--- config.mk ---
export PLATFORM = sky130hd
export DESIGN_NAME = ws2812b_chain
export DESIGN_NICKNAME = d
export VERILOG_FILES = /design/src/rtl/ws2812b_pkg.sv /design/src/rtl/ws2812b_bit_encoder.sv /design/src/rtl/ws2812b_chain.sv
export SDC_FILE = /design/constraint.sdc
export NUM_CORES = 1
export LEC_CHECK = 0
export ABC_AREA = 1
export ABC_CLOCK_PERIOD_IN_PS = 1600
export BUFFER_PORTS_ARGS = -buffer_cell sky130_fd_sc_hd__buf_4
export CAP_MARGIN = 20
export CORE_MARGIN = 2
export CORE_UTILIZATION = 54
export DETAILED_ROUTE_END_ITERATION = 16
export MAX_ROUTING_LAYER = met4
export PLACE_DENSITY = 0.76
export SLEW_MARGIN = 20
export SYNTH_ARGS = -nofsm -noshare
export SYNTH_HDL_FRONTEND = slang
export SYNTH_SLANG_ARGS = --single-unit
--- constraint.sdc ---
create_clock -name clk -period 1.6 [get_ports clk]
set_clock_uncertainty 0.1 [all_clocks]
set_input_delay 0.24 -clock clk [delete_from_list [all_inputs] [get_ports clk]]
set_output_delay 0.24 -clock clk [all_outputs]
set_load 0.05 [all_outputs]
--- src/rtl/ws2812b_pkg.sv ---
// rtl/ws2812b_pkg.sv - shared constants and helpers for the WS2812B chain driver
// Purpose: FSM state encoding, ns-to-cycles conversion, GRB packing.
// Ports: none (package).
package ws2812b_pkg;

  typedef enum logic [1:0] {
    ST_IDLE  = 2'd0,
    ST_FETCH = 2'd1,
    ST_SEND  = 2'd2,
    ST_LATCH = 2'd3
  } state_t;

  localparam int PX_BITS = 24;

  // Floor of (clk_hz/1000)*ns/1e6; 64-bit so the latch time cannot overflow.
  function automatic int ns_to_cycles(input longint clk_hz, input longint ns);
    return int'((clk_hz / 64'sd1000) * ns / 64'sd1000000);
  endfunction

  function automatic int max_int(input int a, input int b);
    return (a > b) ? a : b;
  endfunction

  // Strip wire order is G, R, B with MSB first.
  function automatic logic [23:0] pack_grb(input logic [7:0] r, input logic [7:0] g,
                                           input logic [7:0] b);
    return {g, r, b};
  endfunction

endpackage

--- src/rtl/ws2812b_bit_encoder.sv ---
// rtl/ws2812b_bit_encoder.sv - one-bit WS2812B waveform generator
// Purpose: on i_load, drive one bit period: high T0H/T1H cycles, low for the rest of TBIT.
// Ports:
//   clk, rst     clock, synchronous active-high reset
//   i_load       strobe: start a new bit at this edge (only when idle or on o_bit_done)
//   i_bit        bit value sampled with i_load
//   o_data       serial waveform
//   o_bit_done   one-cycle pulse during the last cycle of the bit period
module ws2812b_bit_encoder #(
  parameter int T0H  = 20,
  parameter int T1H  = 40,
  parameter int TBIT = 62
) (
  input  logic clk,
  input  logic rst,
  input  logic i_load,
  input  logic i_bit,
  output logic o_data,
  output logic o_bit_done
);

  localparam int CNT_W = $clog2(TBIT + 1);
  localparam logic [CNT_W-1:0] TBIT_L = CNT_W'(TBIT);
  localparam logic [CNT_W-1:0] T0H_L  = CNT_W'(T0H);
  localparam logic [CNT_W-1:0] T1H_L  = CNT_W'(T1H);

  logic             r_active;
  logic             r_bit;
  logic             r_data;
  logic [CNT_W-1:0] r_cnt;
  logic [CNT_W-1:0] w_high_len;

  assign w_high_len = r_bit ? T1H_L : T0H_L;
  // r_cnt holds the number of cycles already spent in the bit, so TBIT marks the last one.
  assign o_bit_done = r_active && (r_cnt == TBIT_L);
  assign o_data     = r_data;

  always_ff @(posedge clk) begin
    if (rst) begin
      r_active <= 1'b0;
      r_bit    <= 1'b0;
      r_data   <= 1'b0;
      r_cnt    <= '0;
    end else if (i_load) begin
      r_active <= 1'b1;
      r_bit    <= i_bit;
      r_data   <= 1'b1;
      r_cnt    <= CNT_W'(1);
    end else if (r_active) begin
      if (o_bit_done) begin
        r_active <= 1'b0;
        r_data   <= 1'b0;
        r_cnt    <= '0;
      end else begin
        r_data <= (r_cnt < w_high_len);
        r_cnt  <= r_cnt + CNT_W'(1);
      end
    end
  end

endmodule

--- src/rtl/ws2812b_chain.sv ---
// rtl/ws2812b_chain.sv - WS2812B chain driver: pixel stream in, serial strip waveform out
// Purpose: accept NUM_LEDS pixels per frame, send each as 24 GRB bits, then hold the latch time.
// Ports:
//   clk, rst                   clock, synchronous active-high reset
//   i_start                    frame request, sampled only in IDLE
//   i_px_valid / o_px_ready    pixel handshake (transfer = valid & ready)
//   i_red, i_green, i_blue     pixel components
//   o_busy                     frame in progress, including latch time
//   o_data                     serial line to strip DIN
//   o_underrun                 one-cycle pulse: next pixel missing at a pixel boundary
//   o_done                     one-cycle pulse in the last latch cycle
module ws2812b_chain
  import ws2812b_pkg::*;
#(
  parameter int CLK_HZ   = 50_000_000,
  parameter int NUM_LEDS = 8,
  parameter int T0H_NS   = 400,
  parameter int T1H_NS   = 800,
  parameter int TBIT_NS  = 1250,
  parameter int TRST_NS  = 300_000
) (
  input  logic       clk,
  input  logic       rst,
  input  logic       i_start,
  input  logic       i_px_valid,
  output logic       o_px_ready,
  input  logic [7:0] i_red,
  input  logic [7:0] i_green,
  input  logic [7:0] i_blue,
  output logic       o_busy,
  output logic       o_data,
  output logic       o_underrun,
  output logic       o_done
);

  localparam int T0H_C  = ns_to_cycles(longint'(CLK_HZ), longint'(T0H_NS));
  localparam int T1H_C  = ns_to_cycles(longint'(CLK_HZ), longint'(T1H_NS));
  localparam int TBIT_C = ns_to_cycles(longint'(CLK_HZ), longint'(TBIT_NS));
  localparam int TRST_C = ns_to_cycles(longint'(CLK_HZ), longint'(TRST_NS));
  localparam int CNT_W  = $clog2(max_int(TBIT_C, TRST_C) + 1);
  localparam int PX_W   = $clog2(NUM_LEDS + 1);

  localparam logic [PX_W-1:0]  NUM_PX   = PX_W'(NUM_LEDS);
  localparam logic [CNT_W-1:0] LAT_LAST = CNT_W'(TRST_C - 1);

  state_t           r_state;
  state_t           w_state_nxt;
  logic [23:0]      r_buf;
  logic             r_buf_full;
  logic [23:0]      r_shift;
  logic [4:0]       r_bit_idx;
  logic [PX_W-1:0]  r_px_acc;
  logic [PX_W-1:0]  r_px_sent;
  logic [CNT_W-1:0] r_lat_cnt;
  logic             r_kick;
  logic             r_underrun;

  logic w_xfer;
  logic w_load;
  logic w_enc_bit;
  logic w_bit_done;
  logic w_move;
  logic w_shift_adv;
  logic w_reload;
  logic w_to_latch;
  logic w_underrun;

  assign o_px_ready = ((r_state == ST_FETCH) || (r_state == ST_SEND)) &&
                      !r_buf_full && (r_px_acc < NUM_PX);
  assign w_xfer     = i_px_valid && o_px_ready;
  assign o_busy     = (r_state != ST_IDLE);
  assign o_underrun = r_underrun;
  assign o_done     = (r_state == ST_LATCH) && (r_lat_cnt == LAT_LAST);

  ws2812b_bit_encoder #(
    .T0H  (T0H_C),
    .T1H  (T1H_C),
    .TBIT (TBIT_C)
  ) u_enc (
    .clk        (clk),
    .rst        (rst),
    .i_load     (w_load),
    .i_bit      (w_enc_bit),
    .o_data     (o_data),
    .o_bit_done (w_bit_done)
  );

  always_ff @(posedge clk) begin
    if (rst) r_state <= ST_IDLE;
    else     r_state <= w_state_nxt;
  end

  // The next bit is loaded in the same cycle the encoder reports bit_done,
  // so consecutive bits (and pixels) follow with no idle cycle.
  always_comb begin
    w_state_nxt = r_state;
    w_load      = 1'b0;
    w_enc_bit   = r_shift[23];
    w_move      = 1'b0;
    w_shift_adv = 1'b0;
    w_reload    = 1'b0;
    w_to_latch  = 1'b0;
    w_underrun  = 1'b0;
    case (r_state)
      ST_IDLE: begin
        if (i_start) w_state_nxt = ST_FETCH;
      end
      ST_FETCH: begin
        if (r_buf_full) begin
          w_move      = 1'b1;
          w_state_nxt = ST_SEND;
        end
      end
      ST_SEND: begin
        if (r_kick) begin
          w_load = 1'b1;
        end else if (w_bit_done) begin
          if (r_bit_idx != 5'd0) begin
            w_load      = 1'b1;
            w_enc_bit   = r_shift[22];
            w_shift_adv = 1'b1;
          end else if (r_px_sent == NUM_PX) begin
            w_to_latch  = 1'b1;
            w_state_nxt = ST_LATCH;
          end else if (r_buf_full) begin
            w_load    = 1'b1;
            w_enc_bit = r_buf[23];
            w_reload  = 1'b1;
          end else begin
            w_underrun  = 1'b1;
            w_to_latch  = 1'b1;
            w_state_nxt = ST_LATCH;
          end
        end
      end
      ST_LATCH: begin
        if (r_lat_cnt == LAT_LAST) w_state_nxt = ST_IDLE;
      end
      default: w_state_nxt = ST_IDLE;
    endcase
  end

  always_ff @(posedge clk) begin
    if (rst) begin
      r_buf      <= '0;
      r_buf_full <= 1'b0;
      r_shift    <= '0;
      r_bit_idx  <= '0;
      r_px_acc   <= '0;
      r_px_sent  <= '0;
      r_lat_cnt  <= '0;
      r_kick     <= 1'b0;
      r_underrun <= 1'b0;
    end else begin
      r_kick     <= w_move;
      r_underrun <= w_underrun;
      if (w_xfer) begin
        r_buf      <= pack_grb(i_red, i_green, i_blue);
        r_buf_full <= 1'b1;
        r_px_acc   <= r_px_acc + PX_W'(1);
      end
      if (w_move || w_reload) begin
        r_shift    <= r_buf;
        r_buf_full <= 1'b0;
        r_bit_idx  <= 5'(PX_BITS - 1);
        r_px_sent  <= r_px_sent + PX_W'(1);
      end
      if (w_shift_adv) begin
        r_shift   <= {r_shift[22:0], 1'b0};
        r_bit_idx <= r_bit_idx - 5'd1;
      end
      if (r_state == ST_LATCH) r_lat_cnt <= r_lat_cnt + CNT_W'(1);
      // Entering LATCH discards any pixel caught at a truncating boundary and
      // clears the per-frame counters for the next frame.
      if (w_to_latch) begin
        r_lat_cnt  <= '0;
        r_buf_full <= 1'b0;
        r_px_acc   <= '0;
        r_px_sent  <= '0;
      end
    end
  end

endmodule

==> impl_metrics.yaml <==
worst_setup_path:
  ff2ff_path_depth: 11
  arrival_ps: 2270
  reg2reg_to: "r_shift[16]$_SDFFE_PP0P_"
  critical_path_peak_fanout: 5
  path_class: "reg -> reg"
  end_kind: "register"
  required_ps: 1740
  timing.rr.start: "u_enc.r_cnt[0]$_SDFFE_PP0P_"
  regToRegSetupSlack_ps: -530
  critPathLaunchType: "register"
timing:
  finalHoldViolations: 0
  worst_slew_pin_slew_ps: 555
  fmax_ghz: 0.469
  timing.final.ws_setup_ps: -530
  post-route-period-util_pct: 133
  fin_crit_ps: 2130
  hold-worst-slack_ps: 16.5
  drv_slew: 0
  grt_setup_unrepaired: "true"
  maxSlewHeadroom_pct: 63.0
  fin_tns_setup_ps: -28040
  setup_viol: 91
synthesis:
  synthArstFlopShare_pct: 0
  netlist_instances: 639
  synth_fp_nets: 683
  syn_area_per_cell_um2: 6.85
  synthFlopType: "dfxtp_1"
  syn-cell-area_um2: 4370
  synth-warning-count: 0
  synth_seq_cells: 89
  ys_seq_area_share_pct: 40.7
  synth_edf_count: 0
  synth_cell_types: 33
clock_tree:
  cts.sinks: 89
  root_buffer: "clkbuf_8"
  numCtsBuffers: 9
  clk_latency_ps: 370
  clk_path_buf_depth: 2
  cts_tree: "yes"
  cts_hold_buffers: 0
  path_clk_slew_ps: 100
  htreeDepth: 3
route:
  highest_layer: "met4"
  routed_via_density: 5.87
  drt-total-wl_mm: 17.0
  met2RoutedLength_mm: 8.18
  postRouteAntennaNets: 0
  wl_met1_mm: 6.20
  wl_per_cell_um: 19.7
  wl_met3_mm: 1.53
  drcViolationCount: 0
  initialDrtViolationCount: 550
  first_pass_iters: 5
  num_vias: 5051
global_route:
  grt_antenna_before_repair: 0
  grt_pass1_vias: 4320
  grt_pass1_wl_mm: 19.3
  grt_max_degree: 35
  grt.overflow.total: 0
  grt_use_total_pct: 28.3
placement:
  hpwl_mm: 6.54
  port_buffers: 32
  pre_cts_slack_ps: -218
  dp_cells: 808
  gp_congestion: 0.845
layout:
  stdcell_count: 861
  antenna_cells: 0
  nets: 798
  seq_area_um2: 1800
  fillerInstances: 344
  syn2layout_area_growth_pct: 52.8
  multi_input_area_um2: 2830
  drive_above_1_share_pct: 39.7
die:
  die-height_um: 94
  die_w_um: 94
  io-pin-count: 33
  die_area_um2: 8840
  core-area_um2: 7810
  num_rows: 32
  initial_utilization_pct: 56.0
flow_run:
  maxCapViolCount: 0
min_path:
  hp-start: "i_blue[3]"
  min_path_cells: 3
  hold_class: "in -> reg"
  worstHoldEndpoint: "r_buf[3]$_SDFFE_PP0P_"
power:
  p_seq_share_pct: 31.3
  p_switching_w: 0.00339
  leakage_nw: 2.82
  total_power_w: 0.00876
  pwr-share-comb_pct: 48.4
  clkPwrFrac_pct: 20.3
  p_int_w: 0.00537
  power_switching_share_pct: 38.7
  power_per_cell_area_nw_per_um2: 1310
  ir_drop_mv: 0.852
run_status:
  status: "complete, but fails checks"
  violations: "setup timing"
[power by group through the flow]
stage               combinational [W]  sequential [W]  clock, W
CTS                           0.00290         0.00265   0.00173
finish                        0.00424         0.00274   0.00178
global placement              0.00225         0.00269         0
detailed placement            0.00233         0.00270         0
floorplan                     0.00166         0.00267         0
global route                  0.00443         0.00275   0.00186
[layer usage]
metal / global-route usage [%] / vias to the layer above
li1: - / 2200
met1: 32.0 / 2342
met2: 47.6 / 399
met3: 5.70 / 110
met4: 14.1 / 0
met5: - / -
[through the flow]
step | util (%) | area (um^2)
floorplan | - | 4500
global placement | 66.3 | 5180
detailed placement | 66.3 | 5180
CTS | 76.3 | 5960
global route | 85.6 | 6680
finish | 85.6 | 6680
[synth_stat cells (3+ instances only)]
| master | instances | area (um^2) |
|---|---|---|
| xor2_1 | 13 | 114 |
| buf_6 | 7 | 78.8 |
| buf_2 | 3 | 15.0 |
| nand2_2 | 3 | 18.8 |
| clkbuf_1 | 10 | 37.5 |
| nor3_1 | 5 | 25.0 |
| inv_1 | 88 | 330 |
| nand4_1 | 6 | 37.5 |
| dfxtp_1 | 89 | 1780 |
| o21ai_0 | 34 | 170 |
| nor2_1 | 141 | 529 |
| nand3_1 | 16 | 80.1 |
| xnor2_1 | 4 | 35.0 |
| a21oi_1 | 42 | 210 |
| ha_1 | 16 | 200 |
| nand2_1 | 139 | 522 |
| buf_4 | 4 | 30.0 |
[cells by family after synthesis]
kind of cell / count (synthesis) / share of synthesized area [%]
adders and majority gates: 16 / 4.58
buffers and inverters: 113 / 11.3
xor gates and xnor gates: 17 / 3.40
DFF: 89 / 40.7
and+or+nand+nor: 323 / 30.5
AOI/OAI and AO/OA: 81 / 9.50
[final cells by class]
type	count	share of cell area (%)
Clock buffer	10	1.91
Clock inverter	6	1.37
Inverter	89	5.32
Multi-Input combinational cell	438	42.3
Sequential cell	89	27.0
Tap cell	102	1.91
Timing Repair Buffer	127	20.2
[how the worst max path moves through the flow]
stage	start	to	slack, ps
2_1_floorplan	r_state[0]$_SDFFE_PP0P_	r_px_acc[3]$_SDFFE_PP0P_	-100
3_3_place_gp	r_bit_idx[1]$_SDFFE_PP0P_	r_shift[12]$_SDFFE_PP0P_	-150
3_5_place_dp	r_bit_idx[1]$_SDFFE_PP0P_	r_shift[1]$_SDFFE_PP0P_	-220
4_1_cts	r_state[0]$_SDFFE_PP0P_	o_done	-260
5_1_grt	u_enc.r_cnt[1]$_SDFFE_PP0P_	r_shift[16]$_SDFFE_PP0P_	-610
6_report	u_enc.r_cnt[0]$_SDFFE_PP0P_	r_shift[16]$_SDFFE_PP0P_	-530
[repair_timing]
item / in CTS / in global routing
pin swaps: 8 / 56
resized for setup: 78 / 145
buffers inserted: 14 / 19
gates cloned: 6 / 6
endpoints found under the setup margin: 87 / 91
[sequential cells by signal, indices dropped and copies added, names as in the netlist, 2 cells and up]
name / count
r_buf: 24
r_shift: 24
r_lat_cnt: 14
u_enc.r_cnt: 6
r_bit_idx: 5
r_px_acc: 4
r_px_sent: 4
r_state: 2
[layout by cell type, fill, tap and decap left out, types with 8 or more instances in the layout]
cell type  instances
nand2_1          121
nor2_1            96
buf_4             88
dfxtp_1           78
inv_1             77
nor2_2            29
a21oi_1           29
o21ai_2           24
nor2_4            19
xor2_1            13
buf_6             13
a21oi_2           12
buf_12            11
nand3_1           10
nand2_2           10
ha_1              10
clkbuf_8           9
nand2_4            8
dfxtp_2            8
[critical path: stages (launching register included)]
cell	delay [ps]
dfxtp_2	340
inv_2	70
ha_4	160
nand3_4	90
nor3_4	340
nand3_4	200
nand3_4	180
buf_12	140
clkbuf_16	130
nor2_1	50
nor2_1	110
nor2_1	70
Note: power is estimated with default switching activity, not from simulation.
